<file path="src/rtl/program_loader_pkg.sv">
// program_loader_pkg: shared states and framing constants for the serial program loader
package program_loader_pkg;
    typedef enum logic [2:0] {IDLE, COUNT, DATA, DONE, ERROR} state_t;
    localparam logic [7:0] SYNC_BYTE = 8'hA5;
    localparam int BYTES_PER_WORD = 4;
    function automatic logic [31:0] word_addr(input logic [31:0] base, input logic [31:0] index);
        return base + (index << 2);
    endfunction
endpackage

</file>
<file path="src/rtl/program_loader_packer.sv">
// byte_to_word_packer: big-endian assembly of serial bytes into 32-bit words
module byte_to_word_packer
    import program_loader_pkg::*;
(
    input  logic        clk,
    input  logic        reset,
    input  logic        clr,
    input  logic        en,
    input  logic        byte_valid,
    input  logic [7:0]  byte_data,
    output logic        word_valid,
    output logic [31:0] word
);
    logic [23:0] shift;
    logic [1:0]  count;
    logic        take;
    // the fourth byte completes the word combinationally so the top can register the write on the same edge
    always_comb begin
        take = en && byte_valid;
        word_valid = take && count == 2'(BYTES_PER_WORD - 1);
        word = {shift, byte_data};
    end
    // shift in accepted bytes; the counter wraps to 0 after each full word
    always_ff @(posedge clk or negedge reset) begin
        if (!reset) begin
            shift <= '0;
            count <= '0;
        end else if (clr) begin
            shift <= '0;
            count <= '0;
        end else if (take) begin
            shift <= {shift[15:0], byte_data};
            count <= count + 2'd1;
        end
    end
endmodule

</file>
<file path="src/rtl/program_loader.sv">
// program_loader: receives a framed program over a byte link and writes it into program memory
module program_loader
    import program_loader_pkg::*;
#(
    parameter int          MEMORY_DEPTH = 32,
    parameter logic [31:0] BASE_ADDR    = 32'h0000_0000
) (
    input  logic        clk,
    input  logic        reset,
    input  logic        byte_valid_i,
    input  logic [7:0]  byte_data_i,
    output logic        mem_write_o,
    output logic [31:0] mem_address_o,
    output logic [31:0] mem_data_o,
    output logic        cpu_reset_o,
    output logic        busy_o,
    output logic        done_o,
    output logic        error_o
);
    localparam int IW = $clog2(MEMORY_DEPTH) + 1;
    state_t        state;
    logic [IW-1:0] word_count;
    logic [IW-1:0] word_index;
    logic          en;
    logic          clr;
    logic          word_valid;
    logic [31:0]   word;
    // packing stops once the last word has been written so stray bytes cannot start another word
    always_comb begin
        en = state == DATA && word_index != word_count;
        clr = state != DATA;
    end
    byte_to_word_packer packer (
        .clk        (clk),
        .reset      (reset),
        .clr        (clr),
        .en         (en),
        .byte_valid (byte_valid_i),
        .byte_data  (byte_data_i),
        .word_valid (word_valid),
        .word       (word)
    );
    // load sequencer with registered status outputs; DONE follows the cycle of the final write
    always_ff @(posedge clk or negedge reset) begin
        if (!reset) begin
            state <= IDLE;
            mem_write_o <= 1'b0;
            mem_address_o <= BASE_ADDR;
            mem_data_o <= '0;
            cpu_reset_o <= 1'b0;
            busy_o <= 1'b0;
            done_o <= 1'b0;
            error_o <= 1'b0;
            word_count <= '0;
            word_index <= '0;
        end else begin
            mem_write_o <= 1'b0;
            case (state)
                IDLE, DONE: begin
                    if (byte_valid_i && byte_data_i == SYNC_BYTE) begin
                        state <= COUNT;
                        busy_o <= 1'b1;
                        done_o <= 1'b0;
                        cpu_reset_o <= 1'b0;
                    end
                end
                COUNT: begin
                    if (byte_valid_i) begin
                        if (byte_data_i == 8'h00 || int'(byte_data_i) > MEMORY_DEPTH) begin
                            state <= ERROR;
                            busy_o <= 1'b0;
                            error_o <= 1'b1;
                        end else begin
                            state <= DATA;
                            word_count <= IW'(byte_data_i);
                            word_index <= '0;
                        end
                    end
                end
                DATA: begin
                    if (word_valid) begin
                        mem_write_o <= 1'b1;
                        mem_address_o <= word_addr(BASE_ADDR, 32'(word_index));
                        mem_data_o <= word;
                        word_index <= word_index + IW'(1);
                    end else if (mem_write_o && word_index == word_count) begin
                        state <= DONE;
                        busy_o <= 1'b0;
                        done_o <= 1'b1;
                        cpu_reset_o <= 1'b1;
                    end
                end
                default: ;
            endcase
        end
    end
endmodule

</file>
<file path="config.mk">
export PLATFORM = sky130hd
export DESIGN_NAME = program_loader
export DESIGN_NICKNAME = d
export VERILOG_FILES = /design/src/rtl/program_loader_pkg.sv /design/src/rtl/program_loader_packer.sv /design/src/rtl/program_loader.sv
export SDC_FILE = /design/constraint.sdc
export NUM_CORES = 1
export LEC_CHECK = 0
export CELL_PAD_IN_SITES_DETAIL_PLACEMENT = 1
export CELL_PAD_IN_SITES_GLOBAL_PLACEMENT = 2
export CORE_UTILIZATION = 29
export DETAILED_ROUTE_END_ITERATION = 12
export PLACE_DENSITY = 0.82
export SYNTH_ARGS = -nofsm -noshare
export SYNTH_HDL_FRONTEND = slang
export SYNTH_SLANG_ARGS = --single-unit
</file>
<file path="constraint.sdc">
create_clock -name clk -period 1.7 [get_ports clk]
set_input_delay 0.17 -clock clk [delete_from_list [all_inputs] [get_ports clk]]
set_output_delay 0.17 -clock clk [all_outputs]
set_load 0.02 [all_outputs]
</file>
=== After elaboration in Yosys (flattened, before gate mapping) ===
Index checks and enable logic that the tools add are counted.

* Add/sub/neg operators: 2
* Eq/ne operators: 15
* Bitwise gates (word level): 1
* Order comparisons: 1
* Mux-type cells: 26
* Reduce and logical (&&, ||, !) cells: 20

{| class="wikitable"
|+ Operators by type and width
! operator !! count
|-
| $mux W24 || 2
|-
| $mux W6 || 3
|-
| $mux W3 || 5
|-
| $pmux W6 S2 || 1
|-
| $mux W1 || 10
|-
| $ne A2 B2 Y1 const B || 5
|-
| $pmux W3 S3 || 1
|-
| $eq A8 B8 Y1 const B || 1
|-
| $gt A8 B6 Y1 const B || 1
|-
| $logic_not A8 Y1 || 1
|-
| $reduce_and A4 Y1 || 2
|-
| $add A6 B1 Y6 const B || 1
|-
| $eq A3 B2 Y1 const B || 2
|-
| $eq A6 B6 Y1 || 1
|-
| $ne A6 B6 Y1 || 1
|-
| $reduce_and A3 Y1 || 2
|-
| $reduce_and A6 Y1 || 1
|-
| $reduce_bool A2 Y1 || 3
|-
| $logic_and A1 B1 Y1 || 5
|-
| $reduce_and A5 Y1 || 1
|-
| $mux W2 || 2
|-
| $ne A2 B1 Y1 const B || 2
|-
| $eq A3 B1 Y1 const B || 1
|-
| $logic_not A3 Y1 || 1
|-
| other kinds (10) || 10
|}

* Logic and storage cells: 76
* Register bits: 83

=== Logic depth before layout (Yosys ltp) ===
Gate-level depths: netlist of run 1.

* Depth in word-level cells: 6
* Gate-level depth with buffers: 7

=== Modules after synthesis ===
A second synthesis of run 1 with hierarchy kept.

* Cells, all modules: 320
* Area total of the unflattened synthesis: 3,933.8 µm²

{| class="wikitable"
|+ Modules (own cells, without submodules)
! module !! cells an instance !! area each (µm²) !! sequential area each (µm²) !! instances
|-
| program_loader || 213 || 2,687.6 || 1,426.4 || 1
|-
| byte_to_word_packer || 107 || 1,246.2 || 650.6 || 1
|}

=== Worst setup path after synthesis of run 1 ===
OpenSTA, ideal clock, no wires.

* Kind: reg2reg
* Start point: reg state[0]
* End point: reg mem_data_o[4]
* Required time: 1.575 ns
* Path buffers: 2
* Period minus slack after synthesis: 1.885 ns
* Slack: -0.185 ns
* Stages on the path, launching flop included: 7
* Data arrival time: 1.760 ns
* Setup time: 0.125 ns
* Cells stage by stage: dfrtp_1 -> nand2b_1 -> or2_0 -> buf_2 -> a211oi_2 -> buf_4 -> mux2_2

* Cells in the longest elaborated chain, start to end: 5

{| class="wikitable"
|+ RTL lines
! what !! RTL line !! RTL
|-
| start, declared || program_loader.sv:21 || <nowiki>state_t state;</nowiki>
|-
| start signal, assigned || program_loader.sv:46 || <nowiki>state <= IDLE;</nowiki>
|-
| start signal, assigned || program_loader.sv:61 || <nowiki>state <= COUNT;</nowiki>
|-
| start signal, assigned || program_loader.sv:70 || <nowiki>state <= ERROR;</nowiki>
|-
| $eq A3 B2 Y1 (*) || program_loader.sv:30, program_loader.sv:58 ||
|-
| $logic_and A1 B1 Y1 || program_loader.sv:30 || <nowiki>en = state == DATA && word_index != word_count;</nowiki>
|-
| $logic_and A1 B1 Y1 || program_loader_packer.sv:19 || <nowiki>take = en && byte_valid;</nowiki>
|-
| $logic_and A1 B1 Y1 || program_loader_packer.sv:20 || <nowiki>word_valid = take && count == 2'(BYTES_PER_WORD - 1);</nowiki>
|-
| $reduce_and A2 Y1 (no source line) (*) || - ||
|-
| end signal, assigned || program_loader.sv:84 || <nowiki>mem_data_o <= word;</nowiki>
|-
| end, declared || program_loader.sv:14 || <nowiki>output logic [31:0] mem_data_o,</nowiki>
|}

Every way passes the cells marked *; elsewhere a longest branch is shown, timed or not.
A chain may end at the register's enable or synchronous reset.

=== Worst setup path in the final report of run 1 ===
* Start point: reg word_count[3]
* End point: reg mem_data_o[18]

* Cells in the longest elaborated chain, start to end: 5

{| class="wikitable"
|+ RTL lines
! what !! RTL line !! RTL
|-
| start, declared || program_loader.sv:22 || <nowiki>logic [IW-1:0] word_count;</nowiki>
|-
| start signal, assigned || program_loader.sv:75 || <nowiki>word_count <= IW'(byte_data_i);</nowiki>
|-
| $ne A6 B6 Y1 || program_loader.sv:30 ||
|-
| $logic_and A1 B1 Y1 || program_loader.sv:30 ||
|-
| $logic_and A1 B1 Y1 || program_loader_packer.sv:19 ||
|-
| $logic_and A1 B1 Y1 || program_loader_packer.sv:20 ||
|-
| $reduce_and A2 Y1 (no source line) || - ||
|}

No other way between the ends.

==> results of run 1 <==
synth_stat cells, types with 3 or more instances:
| cell | n |
|---|---|
| nor2_1 | 11 |
| or4_1 | 3 |
| a21oi_1 | 7 |
| o21ai_1 | 3 |
| o211ai_1 | 4 |
| and2_1 | 3 |
| buf_4 | 31 |
| dfrtp_1 | 83 |
| nand2_1 | 62 |
| o21ai_0 | 26 |
| nor3_1 | 3 |
| xor2_1 | 6 |
| nand3_1 | 5 |
| mux2_1 | 8 |
| clkbuf_1 | 8 |
| mux2_2 | 38 |
cell families (layout without fill, tap and decap cells):
family	Yosys count	in the layout	synth area share
xor+xnor	7	7	0.0163
simple gates	102	102	0.127
other cells	1	26	0.000996
flops	83	83	0.552
buf+inv	43	142	0.0764
compound gates	52	52	0.0837
mux	46	46	0.138
fa+ha+maj	2	2	0.00665
state kept, by name (all words and copies together), names as in the netlist:
name           count
busy_o             1
state              3
mem_write_o        1
done_o             1
mem_data_o        32
packer.shift      24
word_count         6
mem_address_o      6
packer.count       2
word_index         6
error_o            1
final cells by class:
type | count | area share
clock buffer | 10 | 0.0413
clock inverter | 6 | 0.00865
inverter | 1 | 0.000649
multi-input combinational | 235 | 0.323
sequential | 83 | 0.359
tap | 172 | 0.0372
timing repair buffer | 125 | 0.231
per-stage QoR:
stage / hold slack (ps) / total power [mW]
2_1_floorplan: -126 / 2.77
3_3_place_gp: 112 / 3.18
3_5_place_dp: 119 / 3.23
4_1_cts: 296 / 5.29
5_1_grt: 301 / 5.65
6_report: 295 / 5.41
path summary, 6_finish.rpt:
kind / to / startpoint / slack (ps) / cells after the start
max reg2reg: mem_data_o[18]$_DFFE_PN0P_ / word_count[3]$_DFFE_PN0P_ / -230 / 7
min in group clk: packer.shift[1]$_DFFE_PN0P_ / byte_data_i[1] / 300 / 4
min reg2reg: error_o$_DFFE_PN0P_ / error_o$_DFFE_PN0P_ / 480 / 1
max: mem_data_o[18]$_DFFE_PN0P_ / word_count[3]$_DFFE_PN0P_ / -230 / 7
max in group asynchronous: state[2]$_DFFE_PN0P_ / reset / 820 / 3
min: mem_data_o[22]$_DFFE_PN0P_ / reset / 300 / 2
layer usage:
| metal | vias up | GRT usage | part of all wire |
|---|---|---|---|
| met5 | - | 0 | 0 |
| met4 | 0 | 0.0641 | 0.014 |
| met3 | 12 | 0.0335 | 0.036 |
| met2 | 73 | 0.271 | 0.49 |
| met1 | 1483 | 0.222 | 0.46 |
| li1 | 1348 | - | - |
worst max-delay path, stage by stage (launching register included):
cell and delay (ps):
dfrtp_1 420, xor2_2 240, nor4_4 70, buf_4 160, a211oi_4 250, buf_12 190
clkbuf_16 160, mux2_2 330
power breakdown:
group | internal (mW) | total (mW) | switching, mW
Combinational | 0.690 | 1.34 | 0.652
Sequential | 2.08 | 2.19 | 0.108
Clock | 1.04 | 1.88 | 0.837
Total | 3.81 | 5.41 | 1.60
what timing repair did:
item,4_1_cts,5_1_grt
hold endpoints to repair,25,0
cloned,4,6
resized for setup,66,53
setup endpoints to repair,79,82
pin swaps,17,13
setup buffers,5,3
hold buffers,1,0
==> flow_summary_export.csv, run 1 <==
group,metric,value,unit
placement,placed_cell_area,0.00486,sq mm
synthesis,syn_avg_cell_area,11.2,sq um
grt,grtUsageTotal,0.168,
floorplanning,dieArea,0.0134,sq mm
power,vdd_drop_max,0.475,mV
clocking,clk_path_buf_depth,2,
grt,grt_max_degree,31,
floorplanning,die_w,116,um
synthesis,synth-seq-cells,83,
finish,drive_gt1_frac,0.415,
finish,multi_input_area,0.00187,sq mm
synthesis,synth.area.top_cells,"dfrtp_1 55%, mux2_2 11%, buf_4 6.2%, nand2_1 6.2%, o21ai_0 3.5%",
floorplanning,core_area,0.0126,sq mm
routing,drt_first_pass_iters,4,
placement,place_inst,598,
routing,via_per_inst,4.61,
sta,fin_crit,1930,ps
synthesis,synthArstFlopShare,1.00,
routing,vias,2916,
finish,nets,468,
sta,setup_tns,-11450,ps
placement,io_buffers,53,
job,max-cap-violations,0,
status,violations,"setup timing",
synthesis,ys_seq_area_frac,0.552,
routing,routed_wl,10.9,mm
critical_path,critPathKind,"reg2reg",
finish,syn_to_final_growth,53.7,%
sta,timing.final.crit_share,1.14,
finish,finalInstanceArea,0.00579,sq mm
sta,rsz0062_at_grt,"true",
clocking,cts_tree,"yes",
synthesis,syn_area,0.00376,sq mm
synthesis,synth_top_area_cell,"dfrtp_1",
synthesis,yosysUniqueCellTypes,42,
finish,stdcell_count,632,
power,p_leak,2.64,nW
grt,grt_pass1_wl,16.8,mm
critical_path,required,1930,ps
finish,final_cell_mix,"83 x dfrtp_1, 50 x clkdlybuf4s50_1, 47 x buf_4",
sta,fin_skew,7.36,ps
synthesis,synthFlopType,"dfrtp_1",
placement,place_hpwl,6.90,mm
sta,drv_slew,0,
clocking,cts-root-buf,"clkbuf_16",
critical_path,cp-start-kind,"flop",
clocking,htreeDepth,3,
sta,setup_viol,73,
placement,place.gp.congestion,0.838,
synthesis,synthCells,336,
clocking,numCtsBuffers,9,
finish,final_common_cell,"dfrtp_1",
routing,drc,0,
finish,n_antenna_cell,0,
synthesis,synth_top_area_share,0.552,
synthesis,ys.warnings.count,0,
min_path,hp-class,"in2async",
clocking,cts_sinks,83,
critical_path,critPathMaxFanout,7,
floorplanning,io_pins,80,
status,status,"finished with violations",
sta,hold_viol,0,
finish,layout.area.seq,0.00208,sq mm
floorplanning,initial_utilization,0.298,
floorplanning,die_y,116,um
synthesis,synth_edf_count,0,
grt,antenna_found_initial,0,
routing,drtIter0Drc,85,
grt,grt_remaining_overflow,0,
grt,first_global_vias,3141,
finish,fillers,1352,
sta,fmax,518,MHz
floorplanning,num_rows,41,
placement,pre_cts_ws,-508,ps
critical_path,crit_arrival,2160,ps
power,power.density,935,mW/mm^2
sta,timing.final.ws_setup,-232,ps
critical_path,endpoint_kind,"flop",
routing,postRouteAntennaNets,0,
clocking,clk_latency,340,ps
clocking,clk_pin_slew,70,ps
routing,detail_route.wl_per_cell,17.3,um
finish,fin_util,0.459,
Power figures use the tool's default switching activity.
==> run 2, diff against run 1 <==
Settings changed: CORE_UTILIZATION 29 to 33, PLACE_DENSITY 0.82 to 0.87.
Clock period 1.7 ns to 1.8 ns, I/O delays scaled along.
==> flow_summary_export.csv, run 2 (same netlist as run 1, synthesis figures left out) <==
group,metric,value,unit
floorplanning,die_y,109,um
grt,grt_remaining_overflow,0,
finish,largest_reg_flops,32,
status,violations,"setup timing",
routing,drtIter0Drc,101,
power,internal_power,3.67,mW
power,vdd_drop_max,0.469,mV
sta,hold_viol,0,
clocking,clk_pin_slew,60,ps
clocking,cts-root-buf,"clkbuf_16",
clocking,numCtsBuffers,9,
floorplanning,core_area,0.0110,sq mm
clocking,cts_tree,"yes",
floorplanning,num_rows,38,
power,clkPwrFrac,0.365,
floorplanning,die_w,109,um
critical_path,max_stage_delay,420,ps
routing,vias,3015,
sta,setup_tns,-7490,ps
clocking,cts_sinks,83,
routing,drc,0,
power,power_switching_share,0.292,
placement,io_buffers,53,
critical_path,cp-start-kind,"flop",
min_path,hp-class,"in2async",
critical_path,path_cells,"xor2_2, nor4_4, buf_4, buf_6, and2_4, nor3_2, a221o_1",
critical_path,critPathMaxFanout,7,
sta,fmax,514,MHz
status,status,"finished with violations",
finish,nets,460,
power,p_total,5.18,mW
clocking,htreeDepth,3,
placement,place.gp.congestion,0.814,
finish,fillers,1136,
finish,final_common_cell,"dfrtp_1",
sta,fin_crit,1940,ps
critical_path,crit_arrival,2160,ps
sta,timing.final.ws_setup,-145,ps
critical_path,critical-path-top-delay-family,"simple AND/OR/NAND/NOR gates",
sta,drv_slew,0,
floorplanning,dieArea,0.0118,sq mm
grt,first_global_vias,3253,
sta,setup_viol,74,
sta,timing.final.crit_share,1.08,
grt,antenna_found_initial,0,
finish,drive_gt1_frac,0.430,
placement,place_hpwl,6.53,mm
sta,rsz0062_at_grt,"true",
power,switchingPower,1.51,mW
sta,fin_skew,11.7,ps
grt,grtUsageTotal,0.210,
power,seqPwrFrac,0.400,
floorplanning,io_pins,80,
clocking,clk_path_buf_depth,2,
routing,via_per_inst,5.10,
placement,pre_cts_ws,-334,ps
critical_path,worst_path_max_delay_cell,"dfrtp_1",
power,pwr-share-comb,0.235,
finish,syn_to_final_growth,53.3,%
grt,gr-usage-met2,0.370,
finish,largestRegisters,"mem_data_o: 32 flops, packer.shift: 24 flops",
power,power.density,898,mW/mm^2
grt,grt.busiest_layer,"met2",
grt,grt_pass1_wl,18.4,mm
finish,layout.area.seq,0.00208,sq mm
clocking,clk_latency,340,ps
finish,multi_input_area,0.00194,sq mm
finish,largest-register,"mem_data_o",
routing,detail_route.wl_per_cell,20.9,um
routing,drt_first_pass_iters,4,
power,p_leak,2.71,nW
critical_path,ff2ff_setup_slack,-140,ps
critical_path,critPathKind,"reg2reg",
grt,grt_use_met1,0.262,
finish,n_antenna_cell,0,
critical_path,endpoint_kind,"flop",
grt,grt_max_degree,41,
job,max-cap-violations,0,
routing,postRouteAntennaNets,0,
critical_path,path_buf_inv,2,
critical_path,required,2020,ps
grt,use_met3,0.0233,
finish,final_cell_mix,"83 x dfrtp_1, 51 x clkdlybuf4s50_1, 41 x buf_4",
finish,fin_util,0.526,
routing,routed_wl,12.4,mm
floorplanning,initial_utilization,0.343,
run 2: final timing paths:
| check | startpoint | end | cells after the start |
|---|---|---|---|
| max in group asynchronous | reset | busy_o$_DFFE_PN0P_ | 3 |
| hold reg to reg | error_o$_DFFE_PN0P_ | error_o$_DFFE_PN0P_ | 1 |
| hold / removal | reset | mem_data_o[8]$_DFFE_PN0P_ | 2 |
| setup / recovery | word_index[1]$_DFFE_PN0P_ | word_index[5]$_DFFE_PN0P_ | 7 |
| setup reg to reg | word_index[1]$_DFFE_PN0P_ | word_index[5]$_DFFE_PN0P_ | 7 |
| min in group clk | error_o$_DFFE_PN0P_ | error_o$_DFFE_PN0P_ | 1 |
run 2: area by class of cell:
| type | instances | area share |
|---|---|---|
| Timing Repair Buffer | 117 | 0.220 |
| Clock inverter | 5 | 0.0106 |
| Inverter | 1 | 0.000650 |
| Clock buffer | 10 | 0.0414 |
| Multi-Input combinational cell | 235 | 0.337 |
| Tap cell | 140 | 0.0303 |
| Sequential cell | 83 | 0.360 |
run 2: layer usage:
| layer | vias to the layer above | share of wire |
|---|---|---|
| met3 | 30 | 0.037 |
| met4 | 0 | 0.035 |
| met5 | - | 0 |
| li1 | 1324 | - |
| met1 | 1558 | 0.41 |
| met2 | 103 | 0.51 |
run 2: metrics by stage:
stage	hold WS (ps)	std cells	instance area [sq um]
global placement	116	555	4660
CTS	305	587	5420
global route	326	591	5770
detailed placement	127	555	4660
floorplan	-116	361	3890
finish	295	591	5770
run 2: worst register-to-register path, delay by kind of cell (launching register included):
family                 cells  cell delay (ps)
AO/OA/AOI/OAI              1              320
flip-flops                 1              420
buffers and inverters      2              280
AND/OR/NAND/NOR            3              610
XOR/XNOR                   1              210
run 2: repair_timing:
item / 4_1_cts / 5_1_grt
hold endpoints to repair: 25 / 0
cloned: 7 / 2
setup buffers: 9 / 5
setup endpoints to repair: 75 / 77
pin swaps: 14 / 19
hold buffers: 1 / 0
gates resized for setup: 66 / 87
run 2: power groups by stage:
stage	clock, mW	sequential, mW	combinational (mW)
after global routing	1.98	2.08	1.30
after global placement	0	2.08	0.855
after CTS	1.89	2.07	1.03
final	1.89	2.07	1.22
after floorplan	0	2.06	0.546
after detailed placement	0	2.08	0.896
